$ cat src/rtl/snd_dma_pkg.sv
// ============================================================================
// Module      : snd_dma_pkg
// Description : Shared types for the sound-sample DMA read controller.
// Revision    : 1.0 - initial release
// ============================================================================
`default_nettype none

package snd_dma_pkg;

  typedef enum logic [1:0] {
    S_IDLE    = 2'd0,
    S_SETADDR = 2'd1,
    S_READ    = 2'd2,
    S_WAIT    = 2'd3
  } state_t;

  typedef enum logic [1:0] {
    CMD_NONE  = 2'd0,
    CMD_PLAY  = 2'd1,
    CMD_PAUSE = 2'd2,
    CMD_STOP  = 2'd3
  } cmd_t;

  // Loop count value that means "repeat forever".
  localparam logic [7:0] c_loop_inf = 8'hFF;

endpackage

`default_nettype wire

$ cat src/rtl/snd_burst_calc.sv
// ============================================================================
// Module      : snd_burst_calc
// Description : Combinational burst sizing: ARLEN and byte increment from the
//               remaining beat count, clipped to MAX_BEATS.
// Revision    : 1.0 - initial release
// ============================================================================
`default_nettype none

module snd_burst_calc #(
  parameter int ADDR_W     = 32,
  parameter int SIZE_W     = 29,
  parameter int BEAT_BYTES = 8,
  parameter int MAX_BEATS  = 16
) (
  input  logic [SIZE_W-1:0] i_rem,
  output logic [7:0]        o_arlen,
  output logic [ADDR_W-1:0] o_incr
);

  localparam int c_beat_shift = $clog2(BEAT_BYTES);

  logic [SIZE_W-1:0] w_beats;

  always_comb begin
    w_beats = (i_rem > SIZE_W'(MAX_BEATS)) ? SIZE_W'(MAX_BEATS) : i_rem;
    // A zero count never reaches the bus; keep ARLEN at 0 rather than wrap.
    o_arlen = (w_beats == '0) ? 8'd0 : 8'(w_beats - SIZE_W'(1));
    o_incr  = ADDR_W'(w_beats) << c_beat_shift;
  end

endmodule

`default_nettype wire

$ cat src/rtl/snd_dmactrl.sv
// ============================================================================
// Module      : snd_dmactrl
// Description : AXI4 read-address/handshake controller streaming a DRAM sound
//               region into the sample FIFO with play/pause/stop/loop.
//               Optional macro SND_LOOPCNT_EN adds the LOOPCNT pass counter.
// Revision    : 1.0 - initial release
// ============================================================================
`default_nettype none

module snd_dmactrl
  import snd_dma_pkg::*;
#(
  parameter int                ADDR_W     = 32,
  parameter int                SIZE_W     = 29,
  parameter logic [ADDR_W-1:0] BASE_ADDR  = 32'h2000_0000,
  parameter int                BEAT_BYTES = 8,
  parameter int                MAX_BEATS  = 16
) (
  input  logic              ACLK,
  input  logic              ARST,
  output logic [ADDR_W-1:0] ARADDR,
  output logic [7:0]        ARLEN,
  output logic              ARVALID,
  input  logic              ARREADY,
  input  logic              RVALID,
  input  logic              RLAST,
  output logic              RREADY,
  input  logic [SIZE_W-1:0] SNDADDR,
  input  logic [SIZE_W-1:0] DATASIZE,
  input  logic [1:0]        COMMAND,
  input  logic              LOOP,
  input  logic              BUF_WREADY,
`ifdef SND_LOOPCNT_EN
  input  logic [7:0]        LOOPCNT,
`endif
  output logic              BUSY,
  output logic              DONE
);

  localparam int c_beat_shift = $clog2(BEAT_BYTES);

  state_t              r_state;
  logic [ADDR_W-1:0]   r_ptr;
  logic [SIZE_W-1:0]   r_rem;
  logic [7:0]          r_arlen;
  logic [ADDR_W-1:0]   r_incr;
  logic                r_arvalid;
  logic                r_done;
  logic                r_stop_lat;
`ifdef SND_LOOPCNT_EN
  logic [7:0]          r_loopcnt;
`endif

  logic [SIZE_W:0]     w_tb_sum;
  logic [SIZE_W-1:0]   w_tb;
  logic [ADDR_W-1:0]   w_region;
  logic [SIZE_W-1:0]   w_rem_after;
  logic [SIZE_W-1:0]   w_calc_rem;
  logic [7:0]          w_calc_arlen;
  logic [ADDR_W-1:0]   w_calc_incr;
  logic                w_stop;
  logic                w_pause;
  logic                w_play;
  logic                w_last;
  logic                w_restart;

  assign w_stop  = (COMMAND == CMD_STOP);
  assign w_pause = (COMMAND == CMD_PAUSE);
  assign w_play  = (COMMAND == CMD_PLAY);
  assign w_last  = RVALID && RLAST;

  assign w_tb_sum = {1'b0, DATASIZE} + (SIZE_W + 1)'(BEAT_BYTES - 1);
  assign w_tb     = SIZE_W'(w_tb_sum >> c_beat_shift);
  assign w_region = BASE_ADDR + ADDR_W'(SNDADDR);

`ifdef SND_LOOPCNT_EN
  assign w_restart = LOOP && (w_tb != '0) && (r_loopcnt != 8'd0);
`else
  assign w_restart = LOOP && (w_tb != '0);
`endif

  // Size the next burst from the count REM is about to hold.
  always_comb begin
    w_rem_after = r_rem - SIZE_W'(r_arlen) - SIZE_W'(1);
    w_calc_rem  = w_tb;
    if ((r_state == S_READ) && (w_rem_after != '0))
      w_calc_rem = w_rem_after;
  end

  snd_burst_calc #(
    .ADDR_W     (ADDR_W),
    .SIZE_W     (SIZE_W),
    .BEAT_BYTES (BEAT_BYTES),
    .MAX_BEATS  (MAX_BEATS)
  ) u_burst_calc (
    .i_rem   (w_calc_rem),
    .o_arlen (w_calc_arlen),
    .o_incr  (w_calc_incr)
  );

  always_ff @(posedge ACLK) begin
    if (ARST) begin
      r_state    <= S_IDLE;
      r_ptr      <= '0;
      r_rem      <= '0;
      r_arlen    <= 8'd0;
      r_incr     <= '0;
      r_arvalid  <= 1'b0;
      r_done     <= 1'b0;
      r_stop_lat <= 1'b0;
`ifdef SND_LOOPCNT_EN
      r_loopcnt  <= 8'd0;
`endif
    end else begin
      r_done <= 1'b0;
      case (r_state)
        S_IDLE: begin
          if (w_play && (DATASIZE != '0)) begin
            r_state    <= S_SETADDR;
            r_arvalid  <= 1'b1;
            r_ptr      <= w_region;
            r_rem      <= w_tb;
            r_arlen    <= w_calc_arlen;
            r_incr     <= w_calc_incr;
            r_stop_lat <= 1'b0;
`ifdef SND_LOOPCNT_EN
            r_loopcnt  <= LOOPCNT;
`endif
          end
        end
        S_SETADDR: begin
          // An accepted address must be drained even if stop arrives with it.
          if (ARREADY) begin
            r_state    <= S_READ;
            r_arvalid  <= 1'b0;
            r_stop_lat <= w_stop;
          end else if (w_stop) begin
            r_state   <= S_IDLE;
            r_arvalid <= 1'b0;
            r_done    <= 1'b1;
          end
        end
        S_READ: begin
          if (w_stop)
            r_stop_lat <= 1'b1;
          if (w_last) begin
            r_ptr <= r_ptr + r_incr;
            r_rem <= w_rem_after;
            if (r_stop_lat || w_stop || ((w_rem_after == '0) && !w_restart)) begin
              r_state <= S_IDLE;
              r_done  <= 1'b1;
            end else begin
              if (w_rem_after == '0) begin
                r_ptr <= w_region;
                r_rem <= w_tb;
`ifdef SND_LOOPCNT_EN
                if (r_loopcnt != c_loop_inf)
                  r_loopcnt <= r_loopcnt - 8'd1;
`endif
              end
              r_arlen <= w_calc_arlen;
              r_incr  <= w_calc_incr;
              if (w_pause || !BUF_WREADY) begin
                r_state <= S_WAIT;
              end else begin
                r_state   <= S_SETADDR;
                r_arvalid <= 1'b1;
              end
            end
          end
        end
        S_WAIT: begin
          if (w_stop) begin
            r_state <= S_IDLE;
            r_done  <= 1'b1;
          end else if (!w_pause && BUF_WREADY) begin
            r_state   <= S_SETADDR;
            r_arvalid <= 1'b1;
          end
        end
        default: r_state <= S_IDLE;
      endcase
    end
  end

  assign ARADDR  = (r_state == S_IDLE) ? w_region : r_ptr;
  assign ARLEN   = r_arlen;
  assign ARVALID = r_arvalid;
  assign RREADY  = (r_state == S_READ) && RVALID;
  assign BUSY    = (r_state != S_IDLE);
  assign DONE    = r_done;

endmodule

`default_nettype wire
$ cat config.mk
export PLATFORM = sky130hd
export DESIGN_NAME = snd_dmactrl
export DESIGN_NICKNAME = d
export VERILOG_FILES = /design/src/rtl/snd_dma_pkg.sv /design/src/rtl/snd_burst_calc.sv /design/src/rtl/snd_dmactrl.sv
export SDC_FILE = /design/constraint.sdc
export NUM_CORES = 1
export LEC_CHECK = 0
export CELL_PAD_IN_SITES_DETAIL_PLACEMENT = 1
export CELL_PAD_IN_SITES_GLOBAL_PLACEMENT = 1
export CORE_ASPECT_RATIO = 0.9
export CORE_MARGIN = 2
export CORE_UTILIZATION = 27
export DETAILED_ROUTE_END_ITERATION = 8
export PLACE_DENSITY = 0.56
export SYNTH_ARGS = -nofsm -noshare
export SYNTH_HDL_FRONTEND = slang
export SYNTH_SLANG_ARGS = --single-unit
export TNS_END_PERCENT = 100
$ cat constraint.sdc
create_clock -name ACLK -period 6.1 [get_ports ACLK]
set_input_delay 1.22 -clock ACLK [delete_from_list [all_inputs] [get_ports ACLK]]
set_output_delay 1.22 -clock ACLK [all_outputs]
set_load 0.1 [all_outputs]
Word level (Yosys, flattened, before mapping). Cells that the tools add are included.

$add $sub $neg: 6. Order comparisons: 1. Eq/ne operators: 16. Muxes and demuxes: 49. Reductions and logical operators: 27.

Operator list (count): $mux 32 (8); $mux 29 (6); $pmux 32 s2 (2); $reduce_bool 29->1 (3); $logic_not 29->1 (2); $pmux 29 s2 (1); $add 32x32->32 (1); $mux 8 (4); $add 30x29->31 const A (1); $add 29x3->30 const B (1); $gt 29x5->1 const B (1); $sub 29x1->29 const B (1); $sub 29x8->29 (1); $mux 2 (8); $ne 2x2->1 const B (8); $pmux 8 s2 (1); $mux 1 (15); $reduce_and 4->1 (3); $eq 2x2->1 const B (4); $pmux 2 s4 (1); $sub 8x1->8 const B (1); $logic_and 1x1->1 (7); $reduce_and 7->1 (1); $ne 3x3->1 const B (2); other kinds (9) (16).

Register bits after elaboration: 106. Output and inout bits: 44. Logic and storage cells: 107.

Longest topological paths before layout. Gate-level depths: netlist of the first run.

Word-level depth: 12. Mapped depth: 21.

By module. Synthesis of the first run repeated with hierarchy kept, for this count alone.

Cell total of the unflattened synthesis: 1106. Area, all modules: 8782.2 µm².

By module, submodules not included: snd_dmactrl (instances 1, cells an instance 1040, area each 8286.7 µm², sequential area each 2122.0 µm²); snd_burst_calc (instances 1, cells an instance 66, area each 495.5 µm², sequential area each 0.0 µm²).

Least setup slack after synthesis of the first run. Ideal clock, no wire load.

Path kind: flip-flop to flip-flop. Start: register r_arlen[6] (netlist: ARLEN[6]). End: register r_arlen[4] (netlist: ARLEN[4]). Library setup time: 91 ps. Arrival: 4898 ps. Required time: 6009 ps. Slack: 1111 ps. Cell stages (with the launch flop): 20. Buffers on the path: 1. Clock period less this slack: 4989 ps. Cells stage by stage: dfxtp_1 -> inv_1 -> ha_1 -> buf_2 -> a2111oi_0 -> o21ai_1 -> a211oi_4 -> and3_1 -> o2111ai_2 -> or3_4 -> or3_1 -> and4_1 -> nand2_1 -> nor2_1 -> inv_1 -> ha_1 -> inv_1 -> a41o_1 -> a211o_1 -> a311oi_1.

Cells in the longest elaborated chain, start to end: 12. Elaborated cells between the ends (all ways): 19. Classes of those cells: add/sub: 3; order compare: 1; eq/ne: 1; mux: 7; reduce/logical: 7.

RTL lines: start, declared (RTL line snd_dmactrl.sv:45) `logic [7:0] r_arlen;`; start signal, assigned (RTL line snd_dmactrl.sv:123) `r_arlen <= w_calc_arlen;`; start signal, assigned (RTL line snd_dmactrl.sv:161) `r_arlen <= w_calc_arlen;`; $sub 29x8->29 (*) (RTL line snd_dmactrl.sv:84) `w_rem_after = r_rem - SIZE_W'(r_arlen) - SIZE_W'(1);`; $sub 29x1->29 (*) (RTL line snd_dmactrl.sv:84); $reduce_bool 29->1 (RTL line snd_dmactrl.sv:86) `if ((r_state == S_READ) && (w_rem_after != '0))`; $logic_and 1x1->1 (RTL line snd_dmactrl.sv:86); $mux 29 (RTL line snd_dmactrl.sv:86); $gt 29x5->1 (RTL line snd_burst_calc.sv:25) `w_beats = (i_rem > SIZE_W'(MAX_BEATS)) ? SIZE_W'(MAX_BEATS) : i_rem;`; $mux 29 (RTL line snd_burst_calc.sv:25); $sub 8x1->8 / $logic_not 29->1 (equally long branches) (RTL line snd_burst_calc.sv:27) `o_arlen = (w_beats == '0) ? 8'd0 : 8'(w_beats - SIZE_W'(1));`; $mux 8 (RTL line snd_burst_calc.sv:27); $mux 8 (RTL line snd_dmactrl.sv:149) `if (r_stop_lat || w_stop || ((w_rem_after == '0) && !w_restart)) begin`; $mux 8 (RTL line snd_dmactrl.sv:146) `if (w_last) begin`; $pmux 8 s2 (RTL line snd_dmactrl.sv:116) `case (r_state)`.

Every way passes the cells marked *; elsewhere a longest branch is shown, timed or not. The select of a mux whose other input is x is not followed. A chain may end at the register's enable or synchronous reset.

Worst setup path in the final report of the first run.
Start: register r_arlen[0] (netlist: ARLEN[0]). End: register r_arlen[4] (netlist: ARLEN[4]).

The elaborated chain is that of the path after synthesis.

==> impl_metrics.tcl, run 1 <==
set metrics [dict create \
    tns_ns 0 \
    seqPwrFrac_pct 28.8 \
    maxSlewHeadroom_pct 31.0 \
    synth-edff-count 0 \
    cp-start-kind "register" \
    fin_nets 1221 \
    worstSetupEndpointType "register" \
    grt_overflow 0 \
    antenna_found_initial 0 \
    r2r_slack_ns 0.81 \
    path_clk_slew_ns 0.07 \
    syn_area_sq_um 8120 \
    post_drt_wl_per_cell_um 18.0 \
    cpPeakStageDelay_ns 0.78 \
    yosysSeqAreaShare_pct 25.4 \
    period_minus_slack_ns 5.29 \
    avgSynthCellArea_sq_um 7.91 \
    crit_slowest_cell "a31oi_1" \
    routabilityCongestion 0.816 \
    drv_cap 0 \
    htreeDepth 3 \
    vdd_ir_drop_max_mv 0.152 \
    crit_top_cell "inv_1" \
    clock-root-buffer "clkbuf_16" \
    min_from "r_incr[15]" \
    crit_type "register to register" \
    die_w_um 187 \
    hold_class "register to register" \
    post_dp_cell_area_sq_um 9560 \
    min_to "r_incr[15]" \
    cp_cell_sequence "inv_1 -> ha_1 -> inv_1 -> fa_1 -> nor2b_1 -> o2111ai_2 -> a31oi_1 -> xor2_1 -> nand4_1 -> or3_4 -> or3_1 -> and4_1 -> nand2_1 -> nor2_1 -> inv_1 -> ha_1 -> inv_1 -> a41o_1 -> a211o_1 -> a311oi_1" \
    rows 60 \
    crit_fanout 8 \
    grt_max_degree 57 \
    finalClockSkew_ns 0.0146 \
    fp.dieH_um 168 \
    ctsResizeCount 0 \
    layout-drive-gt1-share_pct 9.16 \
    yosys_warnings 0 \
    io_pins 111 \
    worstMarginPinSlew_ns 1.03 \
    r2r_end "ARLEN[4]" \
    p_clk_share_pct 21.4 \
    numPlacedInstances 1501 \
    syn_inst 1026 \
    area_growth_pct 21.4 \
    synth_nets 1138 \
    grt_pass1_vias 8016 \
    r2r.worst_path.cells 20 \
    start_util_pct 27.3 \
    grt_pass1_wl_um 44100 \
    core_sq_um 29700 \
    ys_ff_latch 103 \
    p_leak_nw 3.61 \
    post_drt_via_cell_ratio 5.15 \
    cts_sinks 103 \
    dp_hpwl_um 20500 \
    vias 7815 \
    finalMaxSlewViolations 0 \
    ys_async_sr_fraction_pct 0 \
    cts_tree "yes" \
    switching_share_pct 47.1 \
    cts_setup_buffers 0 \
    dr.pass1.iters 5 \
    fin_area_sq_um 9850 \
    die-area_sq_um 31500 \
    switchingPower_w 0.00132 \
    arrival_ns 5.56 \
    mostFrequentLayoutCell "nor2_1" \
    final_util_pct 33.1 \
    synth_cell_type_count 88 \
    outcome "complete, no violations" \
    finalNonFillerCells 1517 \
    track_usage_pct 17.4 \
    r2r_start "ARLEN[0]" \
    rsz0062_at_grt "no" \
    mostFrequentLayoutCells "nor2_1, clkdlybuf4s50_1, dfxtp_1, nand2_1, a21oi_1" \
    required_ns 6.36 \
    ant_nets 0 \
    ys.flop_type "dfxtp_1" \
    setup_viol 0 \
    timing.fmax_ghz 0.189 \
    first_iter_violations 361 \
    port_buffers 110 \
    hold_violations 0 \
    postCtsHoldBufs 0 \
    drc 0 \
    clk_path_buf_depth 2 \
    diodes 0 \
    finalCritPeriodShare_pct 86.8 \
    cts_buffers 9 \
    p_comb_share_pct 49.7 \
    routed_wl_um 27400 \
    insertion_delay_ns 0.37 \
    p_int_w 0.00149 \
    power.density_nw_per_um2 285 \
    holdPathStages 1 \
]
==> stage by stage <==
| step | hold WS [ns] | worst slack, ns | total power, W |
|---|---|---|---|
| 2_1_floorplan | 0.434 | 1.11 | 0.00184 |
| 4_1_cts | 0.462 | 0.836 | 0.00284 |
| 5_1_grt | 0.484 | 0.480 | 0.00298 |
| 3_3_place_gp | 0.443 | 0.601 | 0.00222 |
| 6_report | 0.463 | 0.806 | 0.00281 |
| 3_5_place_dp | 0.449 | 0.515 | 0.00222 |
==> layout make-up <==
cell class	instances	area, sq um
clock buffers	10	239
well taps	403	504
flip-flops and latches	103	2060
multi-input cells	839	5660
fillers	3610	19900
repair buffers	127	1220
inverters	29	109
clock inverters	6	52.6
==> Yosys cell counts, types with 5 or more instances <==
cell type / n / area share [%]
buf_4: 5 / 0.46
clkbuf_1: 26 / 1.2
buf_6: 5 / 0.69
nor2b_1: 8 / 0.62
inv_1: 28 / 1.3
a211o_1: 6 / 0.65
and3_1: 5 / 0.39
nand2_1: 98 / 4.5
o21a_1: 7 / 0.65
nand3_1: 26 / 1.6
xor2_1: 30 / 3.2
or2_2: 6 / 0.46
o21ai_0: 49 / 3.0
nor3_1: 33 / 2.0
buf_2: 16 / 0.99
or3_1: 17 / 1.3
a21oi_1: 71 / 4.4
ha_1: 43 / 6.6
a31oi_1: 6 / 0.46
a211oi_1: 30 / 2.8
a21boi_0: 5 / 0.46
o2bb2ai_1: 5 / 0.54
mux2i_1: 8 / 0.99
a22oi_1: 17 / 1.6
nor2_1: 115 / 5.3
mux2_2: 28 / 3.9
or4_1: 6 / 0.55
nand4_1: 13 / 1.0
xnor2_1: 31 / 3.3
nor4_1: 13 / 1.0
o21ai_1: 6 / 0.37
nand2b_1: 15 / 1.2
a21o_1: 10 / 0.92
o22ai_1: 5 / 0.39
o21bai_1: 6 / 0.55
dfxtp_1: 103 / 25
and2_1: 29 / 2.2
o211ai_1: 10 / 0.92
==> state kept, by name (all words and copies together) (netlist names) <==
name	count
r_ptr	32
r_incr	29
r_rem	29
DONE	1
r_state	2
ARVALID	1
r_stop_lat	1
ARLEN	8
==> kinds of logic (layout without fill, tap and decap cells) <==
| kind of cell | count (synthesis) | count (layout) | synth area share, % |
|---|---|---|---|
| compound gates | 288 | 288 | 25.9 |
| xor+xnor | 61 | 61 | 6.58 |
| fa+ha+maj | 45 | 45 | 7.12 |
| buf+inv | 84 | 172 | 4.84 |
| flops | 103 | 103 | 25.4 |
| mux | 38 | 38 | 5.15 |
| simple gates | 407 | 407 | 25.0 |
==> power by group through the flow <==
stage | clock (W) | combinational [W] | sequential [W]
floorplan | 0 | 0.000988 | 0.000856
global placement | 0 | 0.00139 | 0.000826
detailed placement | 0 | 0.00140 | 0.000827
CTS | 0.000621 | 0.00141 | 0.000811
global route | 0.000643 | 0.00151 | 0.000822
finish | 0.000603 | 0.00140 | 0.000810
==> worst max path at each step <==
stage	startpoint	endpoint	slack, ns	depth (start not counted)
after floorplan	ARLEN[6]	ARLEN[4]	1.11	19
after global placement	DATASIZE[7]	ARLEN[4]	0.60	15
after detailed placement	DATASIZE[7]	ARLEN[4]	0.51	15
after CTS	ARLEN[0]	ARLEN[4]	0.84	20
after global routing	ARLEN[0]	ARLEN[4]	0.48	20
final	ARLEN[0]	ARLEN[4]	0.81	20
==> worst max-delay path: cells and delay by family (launching register included) <==
kind	cells	cell delay, ns
compound gates	5	1.79
buf+inv	4	0.28
xor+xnor	1	0.33
flops	1	0.33
fa+ha+maj	3	0.75
simple gates	7	1.71
==> per-layer routing <==
metal | global-route usage [%] | wire (um)
met1 | 24.7 | 14300
met2 | 28.0 | 12000
met3 | 2.20 | 705
met4 | 3.73 | 367
met5 | 0 | 0
Power figures use the tool's default switching activity.
==> run 2: changes to the inputs <==
- CTS_CLUSTER_DIAMETER: default -> 40
==> results of run 2 <==
Final layout, timing and power as in run 1 (identical DEF).
